### src/rtl/xchg_pkg.sv
// Shared types and default constants for the partial-sum exchange scheduler.
// Holds the FSM state encoding used by the top and the error monitor.
package xchg_pkg;

    typedef enum logic [2:0] {
        IDLE = 3'd0,
        REQ  = 3'd1,
        WAIT = 3'd2,
        POP  = 3'd3,
        LD   = 3'd4,
        NORM = 3'd5,
        DONE = 3'd6
    } state_e;

    localparam int NROW_W_DEF   = 5;
    localparam int NORM_CYC_DEF = 2;
    localparam int TO_CYC_DEF   = 255;

endpackage

### src/rtl/xchg_err_mon.sv
// Overflow detection, WAIT timeout counter and the sticky error flags.
// Timeout logic exists only when XCHG_TIMEOUT_EN is defined.
module xchg_err_mon
    import xchg_pkg::*;
#(
    parameter int TO_CYC = TO_CYC_DEF
) (
    input  logic clk,
    input  logic reset,
    input  logic clr_i,
    input  logic wait_entry_i,
    input  logic in_wait_i,
    input  logic both_rdy_i,
    input  logic sum_out_vld0_i,
    input  logic full0_i,
    input  logic sum_out_vld1_i,
    input  logic full1_i,
    output logic err_ovf_o,
    output logic err_to_o,
    output logic to_hit_o
);

    logic ovf;
    logic err_ovf_q;

    assign ovf       = (sum_out_vld0_i & full0_i) | (sum_out_vld1_i & full1_i);
    assign err_ovf_o = err_ovf_q;

    // Sticky overflow: a new run clears it, a write into a full FIFO sets it.
    always_ff @(posedge clk) begin
        if (reset) begin
            err_ovf_q <= 1'b0;
        end else begin
            err_ovf_q <= (clr_i ? 1'b0 : err_ovf_q) | ovf;
        end
    end

`ifdef XCHG_TIMEOUT_EN
    localparam int CW = $clog2(TO_CYC + 1);

    logic [CW-1:0] to_cnt_q;
    logic          err_to_q;

    // The cycle that would bring the count to TO_CYC is the expiring one.
    assign to_hit_o = in_wait_i & ~both_rdy_i
                    & (to_cnt_q == CW'(TO_CYC - 1));
    assign err_to_o = err_to_q;

    // Count WAIT cycles, restarting every time WAIT is entered.
    always_ff @(posedge clk) begin
        if (reset) begin
            to_cnt_q <= '0;
        end else if (wait_entry_i) begin
            to_cnt_q <= '0;
        end else if (in_wait_i) begin
            to_cnt_q <= to_cnt_q + 1'b1;
        end
    end

    // Sticky timeout flag with the same clear rule as overflow.
    always_ff @(posedge clk) begin
        if (reset) begin
            err_to_q <= 1'b0;
        end else if (clr_i) begin
            err_to_q <= 1'b0;
        end else if (to_hit_o) begin
            err_to_q <= 1'b1;
        end
    end
`else
    logic unused_to;

    assign unused_to = wait_entry_i ^ in_wait_i ^ both_rdy_i;
    assign to_hit_o  = 1'b0;
    assign err_to_o  = 1'b0;
`endif

endmodule

### src/rtl/psum_xchg_sched.sv
// Sequences the per-row partial-sum exchange between the two cores.
// Optional WAIT timeout is enabled with the XCHG_TIMEOUT_EN macro.
module psum_xchg_sched
    import xchg_pkg::*;
#(
    parameter int NROW_W   = NROW_W_DEF,
    parameter int NORM_CYC = NORM_CYC_DEF,
    parameter int TO_CYC   = TO_CYC_DEF
) (
    input  logic              clk,
    input  logic              reset,
    input  logic              start,
    input  logic              abort,
    input  logic [NROW_W-1:0] nrow,
    input  logic              sum_out_vld0,
    input  logic              sum_out_vld1,
    input  logic              empty0,
    input  logic              empty1,
    input  logic              full0,
    input  logic              full1,
    output logic              rd_0to1,
    output logic              rd_1to0,
    output logic              sum_req,
    output logic              sum_ld,
    output logic              norm_en,
    output logic [NROW_W-1:0] row_idx,
    output logic              busy,
    output logic              done,
    output logic              err_ovf,
    output logic              err_to
);

    localparam int NCW = (NORM_CYC > 1) ? $clog2(NORM_CYC) : 1;

    state_e            state_q;
    logic [NROW_W-1:0] nrow_q;
    logic [NROW_W-1:0] row_idx_q;
    logic [NCW-1:0]    ncnt_q;
    logic              rd_q;
    logic              sum_req_q;
    logic              sum_ld_q;
    logic              norm_q;
    logic              busy_q;
    logic              done_q;
    logic              both_rdy;
    logic              clr;
    logic              to_hit;

    assign both_rdy = ~empty0 & ~empty1;
    assign clr      = (state_q == IDLE) & start & ~abort;

    assign rd_0to1 = rd_q;
    assign rd_1to0 = rd_q;
    assign sum_req = sum_req_q;
    assign sum_ld  = sum_ld_q;
    assign norm_en = norm_q;
    assign row_idx = row_idx_q;
    assign busy    = busy_q;
    assign done    = done_q;

    xchg_err_mon #(
        .TO_CYC(TO_CYC)
    ) u_err_mon (
        .clk           (clk),
        .reset         (reset),
        .clr_i         (clr),
        .wait_entry_i  (state_q == REQ),
        .in_wait_i     (state_q == WAIT),
        .both_rdy_i    (both_rdy),
        .sum_out_vld0_i(sum_out_vld0),
        .full0_i       (full0),
        .sum_out_vld1_i(sum_out_vld1),
        .full1_i       (full1),
        .err_ovf_o     (err_ovf),
        .err_to_o      (err_to),
        .to_hit_o      (to_hit)
    );

    // Exchange FSM; every output is registered alongside the state.
    always_ff @(posedge clk) begin
        if (reset) begin
            state_q   <= IDLE;
            nrow_q    <= '0;
            row_idx_q <= '0;
            ncnt_q    <= '0;
            rd_q      <= 1'b0;
            sum_req_q <= 1'b0;
            sum_ld_q  <= 1'b0;
            norm_q    <= 1'b0;
            busy_q    <= 1'b0;
            done_q    <= 1'b0;
        end else if (abort) begin
            state_q   <= IDLE;
            ncnt_q    <= '0;
            rd_q      <= 1'b0;
            sum_req_q <= 1'b0;
            sum_ld_q  <= 1'b0;
            norm_q    <= 1'b0;
            busy_q    <= 1'b0;
            done_q    <= 1'b0;
        end else begin
            rd_q      <= 1'b0;
            sum_req_q <= 1'b0;
            sum_ld_q  <= 1'b0;
            done_q    <= 1'b0;
            unique case (state_q)
                IDLE: begin
                    if (start) begin
                        nrow_q    <= nrow;
                        row_idx_q <= '0;
                        busy_q    <= 1'b1;
                        if (nrow == '0) begin
                            state_q <= DONE;
                            done_q  <= 1'b1;
                        end else begin
                            state_q   <= REQ;
                            sum_req_q <= 1'b1;
                        end
                    end
                end
                REQ: state_q <= WAIT;
                WAIT: begin
                    if (to_hit) begin
                        state_q <= IDLE;
                        busy_q  <= 1'b0;
                    end else if (both_rdy) begin
                        state_q <= POP;
                        rd_q    <= 1'b1;
                    end
                end
                POP: begin
                    state_q  <= LD;
                    sum_ld_q <= 1'b1;
                end
                LD: begin
                    state_q <= NORM;
                    norm_q  <= 1'b1;
                    ncnt_q  <= '0;
                end
                NORM: begin
                    if (ncnt_q == NCW'(NORM_CYC - 1)) begin
                        norm_q <= 1'b0;
                        if (row_idx_q == nrow_q - 1'b1) begin
                            state_q <= DONE;
                            done_q  <= 1'b1;
                        end else begin
                            row_idx_q <= row_idx_q + 1'b1;
                            state_q   <= REQ;
                            sum_req_q <= 1'b1;
                        end
                    end else begin
                        ncnt_q <= ncnt_q + 1'b1;
                    end
                end
                DONE: begin
                    state_q <= IDLE;
                    busy_q  <= 1'b0;
                end
                default: state_q <= IDLE;
            endcase
        end
    end

endmodule

### config.mk
export PLATFORM = sky130hd
export DESIGN_NAME = psum_xchg_sched
export DESIGN_NICKNAME = d
export VERILOG_FILES = /design/src/rtl/xchg_pkg.sv /design/src/rtl/xchg_err_mon.sv /design/src/rtl/psum_xchg_sched.sv
export SDC_FILE = /design/constraint.sdc
export NUM_CORES = 1
export LEC_CHECK = 0
export ABC_AREA = 1
export CAP_MARGIN = 20
export CORE_AREA = 2 2 52 54
export CTS_CLUSTER_SIZE = 14
export DETAILED_ROUTE_END_ITERATION = 7
export DIE_AREA = 0 0 54 56
export PLACE_DENSITY = 0.82
export REMOVE_ABC_BUFFERS = 1
export SLEW_MARGIN = 20
export SYNTH_ARGS = -nofsm -noshare
export SYNTH_HDL_FRONTEND = slang
export SYNTH_HIERARCHICAL = 1
export SYNTH_SLANG_ARGS = --single-unit
### constraint.sdc
create_clock -name clk -period 2.59 [get_ports clk]
set_clock_uncertainty 0.2 [all_clocks]
set_input_delay 0.777 -clock clk [delete_from_list [all_inputs] [get_ports clk]]
set_output_delay 0.777 -clock clk [all_outputs]
set_load 0.01 [all_outputs]
==> qor.yml, run 1 <==
wirelength_met1_um: 1250
cts.clk_slew.worst_paths_ns: 0.12
wire_per_inst_um: 11.1
worstPathArrival_ns: 1.41
firstDrtPassIters: 4
startpoint_type: "flip-flop"
io_pins: 29
worstPathRequired_ns: 1.61
grt_setup_unrepaired: "no"
ys_warn_count: 6
grt_pass1_vias: 1120
fin_tns_setup_ns: 0
cp_slowest_cell: "clkdlybuf4s50_1"
status: "completed"
chipWidth_um: 54
hold_class: "reg -> reg"
topRoutingLayerUsed: "met4"
cts_setup_buffers: 0
dp_hpwl_um: 2260
path_buf_inv: 1
start_util_pct: 51.8
p_leak_nw: 0.720
hold_violations: 0
cp_max_fo: 7
drive_above_1_share_pct: 11.1
via_count: 1210
clock-sinks: 21
hold_path_depth: 2
die_h_um: 56
hold-worst-slack_ns: 0.280
cts_hold_buf: 0
vias_per_cell: 4.92
placed_area_um2: 1550
grt_max_degree: 13
most-common-layout-cells: "nand2_1, nor2_1, clkdlybuf4s50_1"
syn_avg_cell_area_um2: 6.74
route.met2.wl_um: 1290
timing.rr.end: "row_idx[4]"
grt_overflow: 0
wl_um: 2740
setup_viol: 0
antenna_cells: 0
routed-wl-met3_um: 128
synthCells: 187
h-tree-depth: 1
critPathKind: "reg -> out"
cts_root_buf: "clkbuf_4"
cpPeakStageDelay_ns: 0.60
drv_cap: 0
post-route-drc-count: 0
portBuffers: 27
cellPowerDensity_nw_per_um2: 419
critical-path-top-delay-family: "buffers and inverters"
final_common_cell: "nand2_1"
ir_drop_mv: 0.269
syn-cell-area_um2: 1260
final_util_pct: 64.9
cts_tree: "built"
reg2reg_slack_ns: 0.62
fin_crit_sh_pct: 92.1
slew_violations: 0
cts-resized-gates: 0
r2r_cells: 11
grt_first_pass_wirelength_um: 4640
ctsLongestPathBuffers: 2
syn_to_final_growth_pct: 25.3
die-area_um2: 3020
cts-buffers-inserted: 3
antenna_found_initial: 0
finalInstanceArea_um2: 1580
core_um2: 2430
worstSkewPairLatency_ns: 0.31
crit_chain: "clkdlybuf4s50_1"
nNetsFinal: 234
fp-row-count: 18
ant_nets: 0
min_period_ns: 2.38
reg2reg_from: "nrow_q[0]"
max_clock_freq_ghz: 0.419
grt_util_all_layers_pct: 20.6
holdPathEnd: "norm_en"
drtIter0Drc: 34
hold_start: "norm_en"
place_congestion: 0.833
critical_path.endpoint_type: "output pin"
==> routing by layer <==
| layer | vias up | track usage, % |
|---|---|---|
| met5 | - | 0 |
| met4 | 0 | 11.4 |
| met1 | 526 | 26.2 |
| met2 | 31 | 32.6 |
| met3 | 7 | 2.69 |
| li1 | 646 | - |
==> where the power goes <==
group	leakage (nW)	switching [W]	total, W	internal (W)
combinational	0.532	0.0000876	0.000156	0.0000685
sequential	0.171	0.0000116	0.000347	0.000336
clock	0.0177	0.0000997	0.000157	0.0000577
==> through the flow <==
step	cells	total power, W	setup WS [ns]
finish	246	0.000661	0.205
global route	246	0.000702	0.154
CTS	246	0.000664	0.211
detailed placement	242	0.000510	0.229
global placement	242	0.000502	0.274
floorplan	184	0.000454	0.817
==> state kept, by name (all words and copies together), names as in the netlist <==
register and cells:
busy 1, done 1, ncnt_q 1, norm_en 1, nrow_q 5, rd_0to1 1
row_idx 5, state_q 3, sum_ld 1, sum_req 1, u_err_mon/err_ovf_o 1
==> layout make-up <==
type / count / area [µm²]
fillers: 216 / 853
clock buffers: 3 / 22.5
flip-flops and latches: 21 / 420
clock inverters: 1 / 5.00
inverters: 29 / 109
repair buffers: 28 / 278
well taps: 30 / 37.5
multi-input cells: 134 / 707
==> worst max-delay path by stage <==
stage / to / cells after the start / slack (ns) / start
floorplan: row_idx[1] / 12 / 0.82 / nrow_q[0]
global placement: u_err_mon/err_ovf_o / 8 / 0.27 / start
detailed placement: nrow_q[3] / 6 / 0.23 / start
CTS: row_idx[3] / 1 / 0.21 / row_idx[3]
global route: row_idx[3] / 1 / 0.15 / row_idx[3]
finish: row_idx[3] / 1 / 0.21 / row_idx[3]
Power figures use the tool's default switching activity.
==> run 2, diff against run 1 <==
--- a/config.mk
+++ b/config.mk
@@ -12,7 +12,6 @@
 export DETAILED_ROUTE_END_ITERATION = 7
 export DIE_AREA = 0 0 54 56
 export PLACE_DENSITY = 0.82
-export REMOVE_ABC_BUFFERS = 1
 export SLEW_MARGIN = 20
 export SYNTH_ARGS = -nofsm -noshare
 export SYNTH_HDL_FRONTEND = slang
==> run 2 against run 1 <==
Against the previous run:
- register-to-register slack gained 0.02 ns
- clock-buffer cell count did not move
- worst hold slack worse by 0.0064 ns
- combinational power hardly changed
- critical endpoint unchanged
- critical path depth did not move
- global-route usage decreased by 0.49 points
- power fell by 0.32%
- sequential power about the same
- sequential share of layout area unchanged
- worst setup slack got worse by 0.0074 ns
==> qor.yml, run 2 (synthesis gave the netlist of run 1 again) <==
status: "completed"
post-route-drc-count: 0  # unchanged
cp_max_fo: 7  # unchanged
path_buf_inv: 1  # unchanged
die_h_um: 56  # unchanged
most-common-layout-cells: "nand2_1, nor2_1, clkdlybuf4s50_1"
antenna_cells: 0  # unchanged
dp_hpwl_um: 2240  # -1.0%
pwr-share-comb_pct: 23.4  # -0.2 points
grt_max_degree: 13  # unchanged
core_um2: 2430  # unchanged
slew_violations: 0  # unchanged
min_period_ns: 2.39  # +0.00744 ns
place_congestion: 0.867  # +4.0%
fin_tns_setup_ns: 0  # unchanged
wl_um: 2730  # -0.36%
p_total_w: 0.000659  # -0.32%
via_count: 1207  # -0.25%
final_common_cell: "nand2_1"
hold_class: "reg -> reg"
critical-path-top-delay-family: "buffers and inverters"
cpPeakStageDelay_ns: 0.60  # about the same
cts_root_buf: "clkbuf_4"
setup_viol: 0  # unchanged
critical_path.endpoint_type: "output pin"
critPathKind: "reg -> out"
grt_first_pass_wirelength_um: 4690  # +1.1%
worstPathArrival_ns: 1.42  # about the same
antenna_found_initial: 0  # unchanged
fin_crit_sh_pct: 92.4  # +0.29 points
h-tree-depth: 1  # unchanged
nNetsFinal: 234  # unchanged
io_pins: 29  # unchanged
grt_pass1_vias: 1182  # +5.5%
reg2reg_from: "nrow_q[0]"
cts-buffers-inserted: 3  # unchanged
vias_per_cell: 4.91  # -0.25%
switching_share_pct: 30.1  # about the same
instances_no_fill: 246  # unchanged
cp_slowest_cell: "clkdlybuf4s50_1"
cts-resized-gates: 0  # unchanged
dp_cells: 242  # unchanged
grt_util_all_layers_pct: 20.1  # -0.49 points
crit_chain: "clkdlybuf4s50_1"
wire_per_inst_um: 11.1  # -0.36%
reg2reg_slack_ns: 0.64  # +0.02 ns
timing.rr.end: "row_idx[0]"
max_clock_freq_ghz: 0.418  # -0.31%
cts.clk_slew.worst_paths_ns: 0.12  # about the same
p_sw_w: 0.000198  # -0.36%
ctsLongestPathBuffers: 2  # unchanged
portBuffers: 27  # unchanged
drtIter0Drc: 44  # +29%
ant_nets: 0  # unchanged
drive_above_1_share_pct: 11.1  # unchanged
grt_overflow: 0  # unchanged
hold-worst-slack_ns: 0.274  # -0.00635 ns
p_int_w: 0.000461  # -0.30%
drv_cap: 0  # unchanged
hold_start: "norm_en"
startpoint_type: "flip-flop"
grt_setup_unrepaired: "no"
p_seq_share_pct: 52.7  # about the same
worstSkewPairLatency_ns: 0.30  # about the same
cts_setup_buffers: 0  # unchanged
cts_tree: "built"
clock-sinks: 21  # unchanged
hold_path_depth: 2  # unchanged
chipWidth_um: 54  # unchanged
r2r_cells: 12  # +1
start_util_pct: 51.8  # unchanged
firstDrtPassIters: 4  # unchanged
cts_hold_buf: 0  # unchanged
p_clk_share_pct: 24.0  # +0.2 points
ir_drop_mv: 0.322  # +20%
syn_to_final_growth_pct: 25.3  # unchanged
holdPathEnd: "norm_en"
die-area_um2: 3020  # unchanged
fp-row-count: 18  # unchanged
cellPowerDensity_nw_per_um2: 417  # -0.32%
worstPathRequired_ns: 1.61  # about the same
p_leak_nw: 0.721  # about the same
hold_violations: 0  # unchanged
run 2: area by class of cell:
class                      count  area [µm²]
clock buffer                   3        22.5
inverter                      29         109
clock inverter                 1        5.00
sequential                    21         420
tap                           30        37.5
fill                         213         853
multi-input combinational    134         707
timing repair buffer          28         278
run 2: stage by stage:
stage               util (%)  setup WS (ns)  instance area, µm²
finish                  64.9          0.198                1580
global route            64.9          0.183                1580
CTS                     64.9          0.207                1580
detailed placement      63.8          0.233                1550
global placement        63.8          0.266                1550
floorplan                  -          0.817                1260
run 2: per-layer routing:
metal,up-vias,global-route usage [%],part of all wire [%],routed length (µm)
met4,0,7.86,1.5,40
met5,-,0,0,0
met3,4,2.96,2.6,72
met2,27,34.0,50,1360
li1,643,-,-,-
met1,533,24.9,46,1260
run 2: worst max-delay path by stage:
stage / startpoint / to / cells after the start
final: row_idx[3] / row_idx[3] / 1
after global placement: reset / ncnt_q / 4
after global routing: row_idx[3] / row_idx[3] / 1
after CTS: row_idx[3] / row_idx[3] / 1
after detailed placement: reset / ncnt_q / 4
after floorplan: nrow_q[0] / row_idx[1] / 12
run 2: power by group through the flow:
stage                     Clock, W  Sequential (W)  Combinational (W)
final                     0.000158        0.000347           0.000154
after global routing      0.000171        0.000349           0.000173
after CTS                 0.000161        0.000346           0.000154
after detailed placement         0        0.000354           0.000153
after global placement           0        0.000353           0.000148
after floorplan                  0        0.000354           0.000103
==> run 3, diff against run 2 <==
--- a/config.mk
+++ b/config.mk
@@ -7,11 +7,13 @@
 export LEC_CHECK = 0
 export ABC_AREA = 1
 export CAP_MARGIN = 20
-export CORE_AREA = 2 2 52 54
+export CORE_AREA = 2 2 54 56
 export CTS_CLUSTER_SIZE = 14
 export DETAILED_ROUTE_END_ITERATION = 7
-export DIE_AREA = 0 0 54 56
-export PLACE_DENSITY = 0.82
+export DIE_AREA = 0 0 56 58
+export GPL_TIMING_DRIVEN = 1
+export PLACE_DENSITY = 0.77
+export SKIP_LAST_GASP = 1
 export SLEW_MARGIN = 20
 export SYNTH_ARGS = -nofsm -noshare
 export SYNTH_HDL_FRONTEND = slang
==> run 3 against run 2 <==
Against the previous run:
- combinational power about the same
- via count decreased by 0.17%
- sequential share of layout area unchanged
- non-clock buffer count unchanged
- register-to-register slack got worse by 0.02 ns
- critical path depth unchanged
- worst hold slack improved by 0.0069 ns
- utilization decreased by 5.6 points
- highest routed layer unchanged
- largest power group unchanged
- largest cell class unchanged
- maximum frequency increased by 0.35%
==> qor.yml, run 3 (synthesis gave the netlist of run 1 again) <==
grt_setup_unrepaired: "no"
critPathKind: "reg -> out"
reg2reg_slack_ns: 0.62  # -0.02 ns
wire_per_inst_um: 10.9  # -2.0%
p_total_w: 0.000658  # -0.12%
via_count: 1205  # -0.17%
met3_usage_pct: 2.68  # -0.28 points
cts_hold_buf: 0  # unchanged
grt_util_all_layers_pct: 18.2  # -2.0 points
ir_drop_mv: 0.276  # -14%
most-common-layout-cells: "nand2_1, nor2_1, clkdlybuf4s50_1"
final_common_cell: "nand2_1"
io_pins: 29  # unchanged
cts-buffers-inserted: 3  # unchanged
chipWidth_um: 56  # +3.7%
cts_root_buf: "clkbuf_4"
fin_tns_setup_ns: 0  # unchanged
core_um2: 2660  # +9.5%
drv_cap: 0  # unchanged
instances_no_fill: 247  # +0.41%
max_clock_freq_ghz: 0.419  # +0.35%
drtIter0Drc: 24  # -45%
cp_max_fo: 7  # unchanged
worstSkewPairLatency_ns: 0.30  # about the same
grt_max_degree: 12  # -1
clock-sinks: 21  # unchanged
fp-row-count: 19  # +1
ctsLongestPathBuffers: 2  # unchanged
ant_nets: 0  # unchanged
startpoint_type: "flip-flop"
h-tree-depth: 1  # unchanged
grt_first_pass_wirelength_um: 4710  # +0.28%
busiest_layer: "met2"
syn_to_final_growth_pct: 25.3  # unchanged
cp_slowest_cell: "clkdlybuf4s50_1"
cellPowerDensity_nw_per_um2: 417  # -0.12%
worstPathRequired_ns: 1.61  # about the same
worstPathArrival_ns: 1.41  # about the same
crit_chain: "clkdlybuf4s50_1"
vias_per_cell: 4.88  # -0.57%
start_util_pct: 47.3  # -4.5 points
min_period_ns: 2.38  # -0.00831 ns
dp_cells: 243  # +0.41%
post-route-drc-count: 0  # unchanged
hold_violations: 0  # unchanged
hold_class: "reg -> reg"
path_buf_inv: 1  # unchanged
grt_overflow: 0  # unchanged
p_leak_nw: 0.718  # -0.47%
critical_path.endpoint_type: "output pin"
cts-resized-gates: 0  # unchanged
critical-path-top-delay-family: "buffers and inverters"
wl_um: 2690  # -1.6%
cts_setup_buffers: 0  # unchanged
cts_tree: "built"
cpPeakStageDelay_ns: 0.60  # about the same
antenna_found_initial: 0  # unchanged
cts.clk_slew.worst_paths_ns: 0.11  # about the same
die_h_um: 58  # +3.6%
nNetsFinal: 234  # unchanged
drive_above_1_share_pct: 10.6  # -0.46 points
firstDrtPassIters: 4  # unchanged
die-area_um2: 3250  # +7.4%
antenna_cells: 0  # unchanged
setup_viol: 0  # unchanged
status: "completed"
place_congestion: 0.873  # +0.77%
slew_violations: 0  # unchanged
use_met1_pct: 24.0  # -0.88 points
grt_pass1_vias: 1101  # -6.9%
fin_crit_sh_pct: 92.0  # -0.32 points
use_met2_pct: 28.7  # -5.2 points
dp_hpwl_um: 2180  # -2.7%
portBuffers: 27  # unchanged
==> run 3: final cells by class <==
cell class	instances	area (µm²)
inverters	29	109
clock buffers	4	26.3
repair buffers	28	278
well taps	31	38.8
flip-flops and latches	21	420
fillers	257	1080
multi-input cells	134	707
==> run 3: final timing paths <==
| path | depth (start not counted) | endpoint | startpoint |
|---|---|---|---|
| worst min-delay path | 2 | norm_en | norm_en |
| worst min register to register | 2 | norm_en | norm_en |
| worst max register to register | 12 | row_idx[1] | nrow_q[0] |
| worst max-delay path | 1 | row_idx[2] | row_idx[2] |
==> run 3: through the flow <==
stage                     hold slack [ns]  utilization [%]  cell area, µm²  worst slack, ns
after CTS                           0.287             59.3            1580            0.199
after global routing                0.320             59.3            1580            0.162
final                               0.281             59.3            1580            0.206
after floorplan                     0.243                -            1260            0.817
after detailed placement            0.266             58.3            1550            0.226
after global placement              0.259             58.3            1550            0.264
==> run 3: metal layers <==
| layer | up-vias | part of all wire, % | wire length, µm |
|---|---|---|---|
| met5 | - | 0 | 0 |
| met4 | 0 | 2.5 | 67 |
| met3 | 6 | 4.5 | 122 |
| met2 | 24 | 45 | 1200 |
| met1 | 527 | 48 | 1290 |
| li1 | 648 | - | - |
==> run 3: power by group <==
part           total (W)  switching [W]  leakage (nW)  internal, W
clock           0.000157      0.0000973        0.0150    0.0000601
combinational   0.000154      0.0000862         0.532    0.0000683
sequential      0.000346      0.0000104         0.171     0.000336
